### config.mk
export PLATFORM = sky130hd
export DESIGN_NAME = alu_sequencer
export DESIGN_NICKNAME = d
export VERILOG_FILES = /design/src/rtl/alu_seq_pkg.sv /design/src/rtl/alu_sequencer_decoder.sv /design/src/rtl/alu_sequencer.sv
export SDC_FILE = /design/constraint.sdc
export NUM_CORES = 1
export LEC_CHECK = 0
export BUFFER_PORTS_ARGS = -buffer_cell sky130_fd_sc_hd__buf_2
export CELL_PAD_IN_SITES_DETAIL_PLACEMENT = 1
export CELL_PAD_IN_SITES_GLOBAL_PLACEMENT = 1
export CORE_ASPECT_RATIO = 1.2
export CORE_MARGIN = 1
export CORE_UTILIZATION = 30
export CTS_CLUSTER_SIZE = 20
export DETAILED_ROUTE_END_ITERATION = 7
export PLACE_DENSITY_LB_ADDON = 0.1
export SYNTH_ARGS = -nofsm -noshare
export SYNTH_HDL_FRONTEND = slang
export SYNTH_SLANG_ARGS = --single-unit
export TNS_END_PERCENT = 5
### constraint.sdc
create_clock -name clock -period 1.66 [get_ports clock]
set_input_delay 0.166 -clock clock [delete_from_list [all_inputs] [get_ports clock]]
set_output_delay 0.166 -clock clock [all_outputs]
set_load 0.01 [all_outputs]
### src/rtl/alu_seq_pkg.sv
// alu_seq_pkg
// Shared definitions for the ALU sequencer slice:
//   - default sizing constants (register count, index width, opcode width)
//   - opcodes understood by the bus ALU (AND, OR, NOT)
//   - FSM state encoding (2-bit binary)
//   - is_legal_op(): true for the opcodes this sequencer is able to run
package alu_seq_pkg;

  localparam int SEQ_NUM_REGS  = 16;
  localparam int SEQ_REG_IDX_W = 4;
  localparam int SEQ_OPCODE_W  = 4;

  localparam logic [SEQ_OPCODE_W-1:0] OP_AND = 4'b0000;
  localparam logic [SEQ_OPCODE_W-1:0] OP_OR  = 4'b0001;
  localparam logic [SEQ_OPCODE_W-1:0] OP_NOT = 4'b0010;

  // One micro-step per state; IDLE is the only state that samples start.
  typedef enum logic [1:0] {
    S_IDLE   = 2'd0,
    S_LOAD_Y = 2'd1,
    S_EXEC   = 2'd2,
    S_WB     = 2'd3
  } state_t;

  // Anything above NOT is rejected with an illegal pulse.
  function automatic logic is_legal_op(input logic [SEQ_OPCODE_W-1:0] op);
    return (op == OP_AND) || (op == OP_OR) || (op == OP_NOT);
  endfunction

endpackage

### src/rtl/alu_sequencer_decoder.sv
// reg_onehot_decoder
// Purely combinational index-to-one-hot decoder used to build the register
// file bus strobes. With en_i low the output is all zero, so a single
// instance can both select a register and stay silent outside its micro-step.
// Ports:
//   en_i      - decoder enable; zero output when low
//   idx_i     - register index to select
//   onehot_o  - one-hot strobe vector, bit idx_i set when enabled
module reg_onehot_decoder
  import alu_seq_pkg::*;
#(
  parameter int REG_IDX_W = SEQ_REG_IDX_W,
  parameter int NUM_REGS  = SEQ_NUM_REGS
) (
  input  logic                 en_i,
  input  logic [REG_IDX_W-1:0] idx_i,
  output logic [NUM_REGS-1:0]  onehot_o
);

  // Compare the index against every register position; at most one bit can
  // match, which keeps the strobe one-hot by construction.
  always_comb begin
    onehot_o = '0;
    for (int i = 0; i < NUM_REGS; i++) begin
      if (en_i && (idx_i == i[REG_IDX_W-1:0])) begin
        onehot_o[i] = 1'b1;
      end
    end
  end

endmodule

### src/rtl/alu_sequencer.sv
// alu_sequencer
// Multi-cycle controller that walks the bus-based ALU datapath through one
// register-to-register logic operation:
//   LOAD_Y    : source A register drives the bus, Y loads
//   EXEC      : source B register drives the bus (none for NOT), ALU runs,
//               Z loads
//   WRITEBACK : Z low half drives the bus, destination register loads
// Ports:
//   clock, clear          - rising-edge clock, async active-high reset
//   start                 - operation request, only looked at in IDLE
//   opcode                - requested ALU operation
//   ra_sel/rb_sel/rz_sel  - source A, source B, destination register indices
//   busy                  - high in every non-IDLE state
//   done                  - high for the WRITEBACK cycle
//   illegal               - one-cycle pulse after an unsupported opcode request
//   reg_out / reg_in      - one-hot register bus drive / load strobes
//   y_in, z_in, z_low_out - Y load, Z load, Z-low bus drive strobes
//   alu_op                - opcode presented to the ALU (zero outside EXEC)
module alu_sequencer
  import alu_seq_pkg::*;
#(
  parameter int NUM_REGS  = SEQ_NUM_REGS,
  parameter int REG_IDX_W = SEQ_REG_IDX_W,
  parameter int OPCODE_W  = SEQ_OPCODE_W
) (
  input  logic                 clock,
  input  logic                 clear,
  input  logic                 start,
  input  logic [OPCODE_W-1:0]  opcode,
  input  logic [REG_IDX_W-1:0] ra_sel,
  input  logic [REG_IDX_W-1:0] rb_sel,
  input  logic [REG_IDX_W-1:0] rz_sel,
  output logic                 busy,
  output logic                 done,
  output logic                 illegal,
  output logic [NUM_REGS-1:0]  reg_out,
  output logic [NUM_REGS-1:0]  reg_in,
  output logic                 y_in,
  output logic                 z_in,
  output logic                 z_low_out,
  output logic [OPCODE_W-1:0]  alu_op
);

  state_t                 state_q;
  logic [OPCODE_W-1:0]    opcode_q;
  logic [REG_IDX_W-1:0]   ra_q;
  logic [REG_IDX_W-1:0]   rb_q;
  logic [REG_IDX_W-1:0]   rz_q;
  logic                   illegal_q;

  logic                   out_en;
  logic [REG_IDX_W-1:0]   out_idx;
  logic                   in_en;

  // Sequencer FSM. The operand fields are captured only at acceptance, so
  // anything happening on the inputs while busy cannot disturb a running
  // operation. The illegal flag is re-evaluated every edge, which makes it a
  // single-cycle pulse for a single rejected request. Clear drops everything,
  // including a start that arrives at the same time.
  always_ff @(posedge clock or posedge clear) begin
    if (clear) begin
      state_q   <= S_IDLE;
      opcode_q  <= '0;
      ra_q      <= '0;
      rb_q      <= '0;
      rz_q      <= '0;
      illegal_q <= 1'b0;
    end else begin
      illegal_q <= 1'b0;
      case (state_q)
        S_IDLE: begin
          if (start) begin
            if (is_legal_op(opcode)) begin
              opcode_q <= opcode;
              ra_q     <= ra_sel;
              rb_q     <= rb_sel;
              rz_q     <= rz_sel;
              state_q  <= S_LOAD_Y;
            end else begin
              illegal_q <= 1'b1;
            end
          end
        end
        S_LOAD_Y: state_q <= S_EXEC;
        S_EXEC:   state_q <= S_WB;
        S_WB:     state_q <= S_IDLE;
        default:  state_q <= S_IDLE;
      endcase
    end
  end

  // Choose which register drives the bus. Source A in LOAD_Y, source B in
  // EXEC; NOT is unary, so the bus stays undriven during its EXEC cycle.
  always_comb begin
    out_en  = 1'b0;
    out_idx = ra_q;
    case (state_q)
      S_LOAD_Y: begin
        out_en  = 1'b1;
        out_idx = ra_q;
      end
      S_EXEC: begin
        out_en  = (opcode_q != OP_NOT);
        out_idx = rb_q;
      end
      default: begin
        out_en  = 1'b0;
        out_idx = ra_q;
      end
    endcase
  end

  // Moore strobes decoded from the state register and latched fields only.
  // Z-low and the register drive live in different states, so they can never
  // collide on the bus.
  always_comb begin
    busy      = (state_q != S_IDLE);
    done      = (state_q == S_WB);
    y_in      = (state_q == S_LOAD_Y);
    z_in      = (state_q == S_EXEC);
    z_low_out = (state_q == S_WB);
    in_en     = (state_q == S_WB);
    alu_op    = (state_q == S_EXEC) ? opcode_q : '0;
    illegal   = illegal_q;
  end

  reg_onehot_decoder #(
    .REG_IDX_W (REG_IDX_W),
    .NUM_REGS  (NUM_REGS)
  ) u_out_dec (
    .en_i     (out_en),
    .idx_i    (out_idx),
    .onehot_o (reg_out)
  );

  reg_onehot_decoder #(
    .REG_IDX_W (REG_IDX_W),
    .NUM_REGS  (NUM_REGS)
  ) u_in_dec (
    .en_i     (in_en),
    .idx_i    (rz_q),
    .onehot_o (reg_in)
  );

endmodule

==> impl_metrics.env, run 1 <==
export IMPL_status="finished with violations"
export IMPL_violations="negative setup slack"
export IMPL_drt_wl_total_um=4020
export IMPL_viasPerCell=4.81
export IMPL_synth_top_cell_area_share_pct=38.1
export IMPL_arrival_ns=1.80
export IMPL_synthTopCellsByArea="dfrtp_1 (38%), mux2_2 (13%), nor3_1 (8.8%)"
export IMPL_root_buffer="clkbuf_8"
export IMPL_required_ns=1.49
export IMPL_powerDensity_nw_per_um2=1880
export IMPL_core_sq_um=3970
export IMPL_worst_hold_slack_ns=0.0165
export IMPL_endpoint_kind="primary output"
export IMPL_syn_nets=152
export IMPL_grt_usage_pct=18.6
export IMPL_post_drt_wl_per_cell_um=15.3
export IMPL_grt_pass1_wl_um=6130
export IMPL_grt_pass1_vias=1281
export IMPL_setup_viol=32
export IMPL_clockBufferDepth=2
export IMPL_initial_core_util_pct=31.4
export IMPL_relSlewSlack_pct=51.3
export IMPL_nets=234
export IMPL_postSynthCellCount=128
export IMPL_min_period_over_period_pct=118
export IMPL_drc=0
export IMPL_numCtsBuffers=3
export IMPL_die_w_um=60.9
export IMPL_io_buffers=60
export IMPL_critPathLaunchType="flip-flop"
export IMPL_die_area_sq_um=4430
export IMPL_row_count=25
export IMPL_critPathMaxStageDelay_ns=0.39
export IMPL_finalWorstSetupSlack_ns=-0.303
export IMPL_clock_skew_ns=0.00272
export IMPL_pre_cts_slack_ns=-0.245
export IMPL_hold_viol_final=0
export IMPL_ant_nets=0
export IMPL_htreeDepth=1
export IMPL_cp_max_fo=8
export IMPL_drtIter0Drc=29
export IMPL_post_route_util_pct=50.9
export IMPL_slowest_stage="dfrtp_1"
export IMPL_dieHeight_um=72.7
export IMPL_cts_tree="yes"
export IMPL_ioPinCount=61
export IMPL_dp_hpwl_um=2980
export IMPL_worst_pin_slew_ns=0.730
export IMPL_grt_ovfl_total=0
export IMPL_syn_area_sq_um=1250
export IMPL_hp_class="input pin to asynchronous set/reset pin"
export IMPL_leakagePower_nw=0.960
export IMPL_fin_total_pwr_mw=3.80
export IMPL_yosys_area_top_type="dfrtp_1"
export IMPL_cts_sinks=19
export IMPL_grt_max_degree=20
export IMPL_syn_to_final_growth_pct=61.9
export IMPL_synth_seq_cells=19
export IMPL_ys_types=36
export IMPL_yosys_warnings=0
export IMPL_antenna_found_initial=0
export IMPL_cap_violations=0
export IMPL_setup_tns_ns=-5.47
export IMPL_maxSlewViolCount=0
export IMPL_detail_route_first_pass_iterations=4
export IMPL_syn_avg_cell_area_sq_um=9.76
export IMPL_rsz0062_at_grt="yes"
export IMPL_crit_path_cell_trace="inv_2, ha_4, buf_6, and3b_1, a31oi_1, buf_4, nor3_1, buf_2"
export IMPL_clkTransAtPathRegs_ns=0.07
export IMPL_diodes=0
export IMPL_fmax_mhz=510
export IMPL_vias=1265
export IMPL_clk_latency_ns=0.26
export IMPL_ir_drop_v=0.000686
export IMPL_drive_gt1_share_pct=65.6
export IMPL_ys_seq_area_share_pct=38.1
export IMPL_hold_buffers=0
export IMPL_layout_min_cycle_time_ns=1.96
export IMPL_gp_congestion=0.780
export IMPL_worst_setup_path_type="flip-flop to primary output"
## registers in the layout, summed over array words and instances, names as in the netlist
signal,cells
rb_q,4
opcode_q,4
state_q,2
rz_q,4
ra_q,4
illegal,1
## worst paths after layout
check	slack [ns]	cells past startpoint	to	startpoint
max in group asynchronous	1.13	2	state_q[1]	clear
min in group clock	0.12	2	ra_q[2]	ra_sel[2]
max	-0.30	8	reg_out[13]	state_q[0]
min	0.02	2	rz_q[1]	clear
min reg2reg	0.54	1	opcode_q[3]	opcode_q[3]
max reg2reg	0.09	6	state_q[1]	state_q[0]
## stage by stage
step | std cells | area [sq um]
2_1_floorplan | 128 | 1290
4_1_cts | 261 | 1930
6_report | 263 | 2020
5_1_grt | 263 | 2020
3_5_place_dp | 255 | 1760
3_3_place_gp | 255 | 1760
## final cells by class
| cell class | count | area (sq um) |
|---|---|---|
| Fill cell | 481 | 1950 |
| Clock buffer | 3 | 41.3 |
| Multi-Input combinational cell | 96 | 873 |
| Timing Repair Buffer | 82 | 528 |
| Sequential cell | 19 | 477 |
| Clock inverter | 1 | 5.00 |
| Tap cell | 54 | 67.6 |
| Inverter | 8 | 30.0 |
## cell families after synthesis
| logic type | after synthesis | synth area share (%) |
|---|---|---|
| compound gates | 12 | 8.92 |
| fa+ha+maj | 5 | 5.01 |
| buf+inv | 13 | 6.21 |
| flops | 19 | 38.1 |
| mux | 16 | 14.3 |
| simple gates | 63 | 27.5 |
## cell usage in the layout, fill, tap and decap left out, drive strengths merged
| master | netlist | layout |
|---|---|---|
| buf | 4 | 82 |
| nor3 | 22 | 22 |
| dfrtp | 19 | 19 |
| nor2 | 17 | 17 |
| mux2 | 15 | 15 |
| inv | 8 | 8 |
| and2 | 5 | 5 |
| ha | 5 | 5 |
| nor3b | 4 | 4 |
| a31oi | 4 | 4 |
| nand2 | 3 | 3 |
| clkbuf | 1 | 3 |
| nand2b | 2 | 2 |
| nand3b | 2 | 2 |
| o21ai | 2 | 2 |
| a21oi | 2 | 2 |
| nor2b | 2 | 2 |
| a211oi | 1 | 1 |
| and3 | 1 | 1 |
| mux2i | 1 | 1 |
| nand3 | 1 | 1 |
| or3b | 1 | 1 |
| or4b | 1 | 1 |
| and4b | 1 | 1 |
| a41oi | 1 | 1 |
| o32a | 1 | 1 |
| a32oi | 1 | 1 |
| and3b | 1 | 1 |
| clkinv | 0 | 1 |
## Yosys cell counts, drive strengths merged
cell	number
nor3b	4
and2	5
and4b	1
a21oi	2
nor2	17
a211oi	1
nand2	3
o32a	1
nand2b	2
or3b	1
or4b	1
clkbuf	1
and3	1
mux2i	1
o21ai	2
a41oi	1
mux2	15
nand3	1
nor2b	2
nor3	22
ha	5
a32oi	1
buf	4
inv	8
nand3b	2
and3b	1
a31oi	4
dfrtp	19
## critical path: cells and delay by family (launching register included)
family	cells	cell delay (ns)
AO/OA/AOI/OAI	1	0.15
adder cells (fa/ha/maj)	1	0.19
buffers and inverters	4	0.58
flip-flops	1	0.39
AND/OR/NAND/NOR	2	0.23
## repair_timing
action,4_1_cts,5_1_grt
endpoints found under the setup margin,36,35
pin swaps,14,4
gates resized for setup,25,15
buffers inserted,2,2
## layer usage
metal	vias up	track usage (%)	part of all wire, %
li1	610	-	-
met1	602	21.2	41
met2	48	35.5	54
met3	5	2.48	3.9
met4	0	4.55	1.1
met5	-	0	0
## report_power, final
group | leakage (nW) | internal (mW) | switching [mW]
clock | 0.0255 | 0.167 | 0.158
combinational | 0.699 | 1.24 | 1.27
sequential | 0.236 | 0.669 | 0.299
total | 0.960 | 2.07 | 1.72
No activity file was read; power rests on OpenSTA's default activity.
==> inputs of run 2 (changes only) <==
--- a/config.mk
+++ b/config.mk
@@ -13,7 +13,7 @@
 export CORE_UTILIZATION = 30
 export CTS_CLUSTER_SIZE = 20
 export DETAILED_ROUTE_END_ITERATION = 7
-export PLACE_DENSITY_LB_ADDON = 0.1
+export PLACE_DENSITY = 0.81
 export SYNTH_ARGS = -nofsm -noshare
 export SYNTH_HDL_FRONTEND = slang
 export SYNTH_SLANG_ARGS = --single-unit
==> run 2 against run 1 <==
The run still ends with negative setup slack left. Clock skew hardly changed. Register-to-register slack better by 0.06 ns. Routed wire length is 6.8% higher. Setup slack worse by 0.078 ns. Sequential power is 2% higher. Critical endpoint is now reg_out[0].
==> impl_metrics.env, run 2 (same netlist as run 1, synthesis figures left out) <==
export IMPL_crit_path_cell_trace="inv_2, ha_4, buf_6, nor3b_4, buf_4, nor2_2, nor3_2, buf_2"
export IMPL_status="finished with violations"
export IMPL_path_buf_inv=4
export IMPL_hold_viol_final=0
export IMPL_critPathLaunchType="flip-flop"
export IMPL_grt_pass1_wl_um=6090
export IMPL_post_drt_wl_per_cell_um=16.1
export IMPL_dieHeight_um=72.7
export IMPL_hold_buffers=0
export IMPL_drive_gt1_share_pct=70.9
export IMPL_core_sq_um=3970
export IMPL_finalWorstSetupSlack_ns=-0.380
export IMPL_ir_drop_v=0.00124
export IMPL_maxSlewViolCount=0
export IMPL_rsz0062_at_grt="yes"
export IMPL_min_period_over_period_pct=123
export IMPL_violations="negative setup slack"
export IMPL_layout_min_cycle_time_ns=2.04
export IMPL_multi_input_area_sq_um=927
export IMPL_drtIter0Drc=56
export IMPL_grt_max_degree=20
export IMPL_required_ns=1.49
export IMPL_post_route_util_pct=52.6
export IMPL_worst_pin_slew_ns=0.718
export IMPL_drc=0
export IMPL_initial_core_util_pct=31.4
export IMPL_viasPerCell=4.87
export IMPL_antenna_found_initial=0
export IMPL_cts_tree="yes"
export IMPL_dp_hpwl_um=2880
export IMPL_worst_setup_path_type="flip-flop to primary output"
export IMPL_leakagePower_nw=0.985
export IMPL_die_area_sq_um=4430
export IMPL_critPathMaxStageDelay_ns=0.39
export IMPL_row_count=25
export IMPL_ioPinCount=61
export IMPL_clockBufferDepth=2
export IMPL_grt_ovfl_total=0
export IMPL_io_buffers=60
export IMPL_cap_violations=0
export IMPL_relSlewSlack_pct=52.1
export IMPL_cts_sinks=19
export IMPL_grt_pass1_vias=1294
export IMPL_powerDensity_nw_per_um2=1930
export IMPL_nets=238
export IMPL_layout_common_cells="buf_2 (60), nor3_2 (20), dfrtp_1 (18), buf_4 (18), nor2_1 (15)"
export IMPL_clock_skew_ns=0.00317
export IMPL_clkTransAtPathRegs_ns=0.07
export IMPL_pre_cts_slack_ns=-0.265
export IMPL_gp_congestion=0.767
export IMPL_diodes=0
export IMPL_root_buffer="clkbuf_8"
export IMPL_nFillCells=464
export IMPL_vias=1301
export IMPL_htreeDepth=1
export IMPL_die_w_um=60.9
export IMPL_detail_route_first_pass_iterations=3
export IMPL_worst_hold_slack_ns=0.00903
export IMPL_clk_latency_ns=0.26
export IMPL_drt_wl_total_um=4290
export IMPL_final_common_cell="buf_2"
export IMPL_ant_nets=0
export IMPL_grt_usage_pct=18.7
export IMPL_cp_max_fo=5
export IMPL_critPathTopFamily="buffers and inverters"
export IMPL_hp_class="input pin to asynchronous set/reset pin"
export IMPL_numCtsBuffers=3
export IMPL_syn_to_final_growth_pct=67.3
export IMPL_endpoint_kind="primary output"
export IMPL_arrival_ns=1.87
export IMPL_seqCellArea_sq_um=477
export IMPL_slowest_stage="dfrtp_1"
export IMPL_setup_viol=28
export IMPL_fmax_mhz=490
[run 2: routing by layer]
layer	vias to the layer above	track usage, %	wire length (um)
met3	10	2.84	193
met4	0	9.09	125
met1	627	21.5	1660
li1	622	-	-
met5	-	0	0
met2	42	33.1	2320
[run 2: path summary, 6_finish.rpt]
path,startpoint,endpoint,slack [ns],cells after the start
worst min-delay path,clear,ra_q[3],0.009,2
worst min register to register,opcode_q[1],opcode_q[1],0.54,1
worst max-delay path,state_q[0],reg_out[0],-0.38,8
worst max register to register,state_q[1],rz_q[2],0.15,5
min in group clock,ra_sel[2],ra_q[2],0.12,2
max in group asynchronous,clear,state_q[1],1.15,2
[run 2: area by class of cell]
| type | instances | area share (%) |
|---|---|---|
| sequential | 19 | 22.8 |
| multi-input combinational | 96 | 44.4 |
| timing repair buffer | 86 | 26.0 |
| clock buffer | 4 | 2.16 |
| tap | 54 | 3.23 |
| inverter | 8 | 1.44 |
[run 2: per-stage QoR]
stage | total power [mW] | area [sq um] | TNS [ns] | instances
after detailed placement | 2.95 | 1780 | -2.49 | 257
after global placement | 2.86 | 1780 | -1.54 | 257
final | 4.02 | 2090 | -5.54 | 267
after global routing | 4.28 | 2090 | -7.57 | 267
after floorplan | 2.07 | 1290 | -0.432 | 128
after CTS | 3.69 | 1980 | -5.73 | 265
[run 2: repair_timing]
item | CTS | global route
buffers inserted | 4 | 2
pin swaps | 17 | 6
setup endpoints to repair | 36 | 36
resized for setup | 31 | 20
[run 2: where the power goes]
part	internal (mW)	switching (mW)
Combinational	1.31	1.39
Clock	0.171	0.159
Sequential	0.669	0.315
Total	2.15	1.87
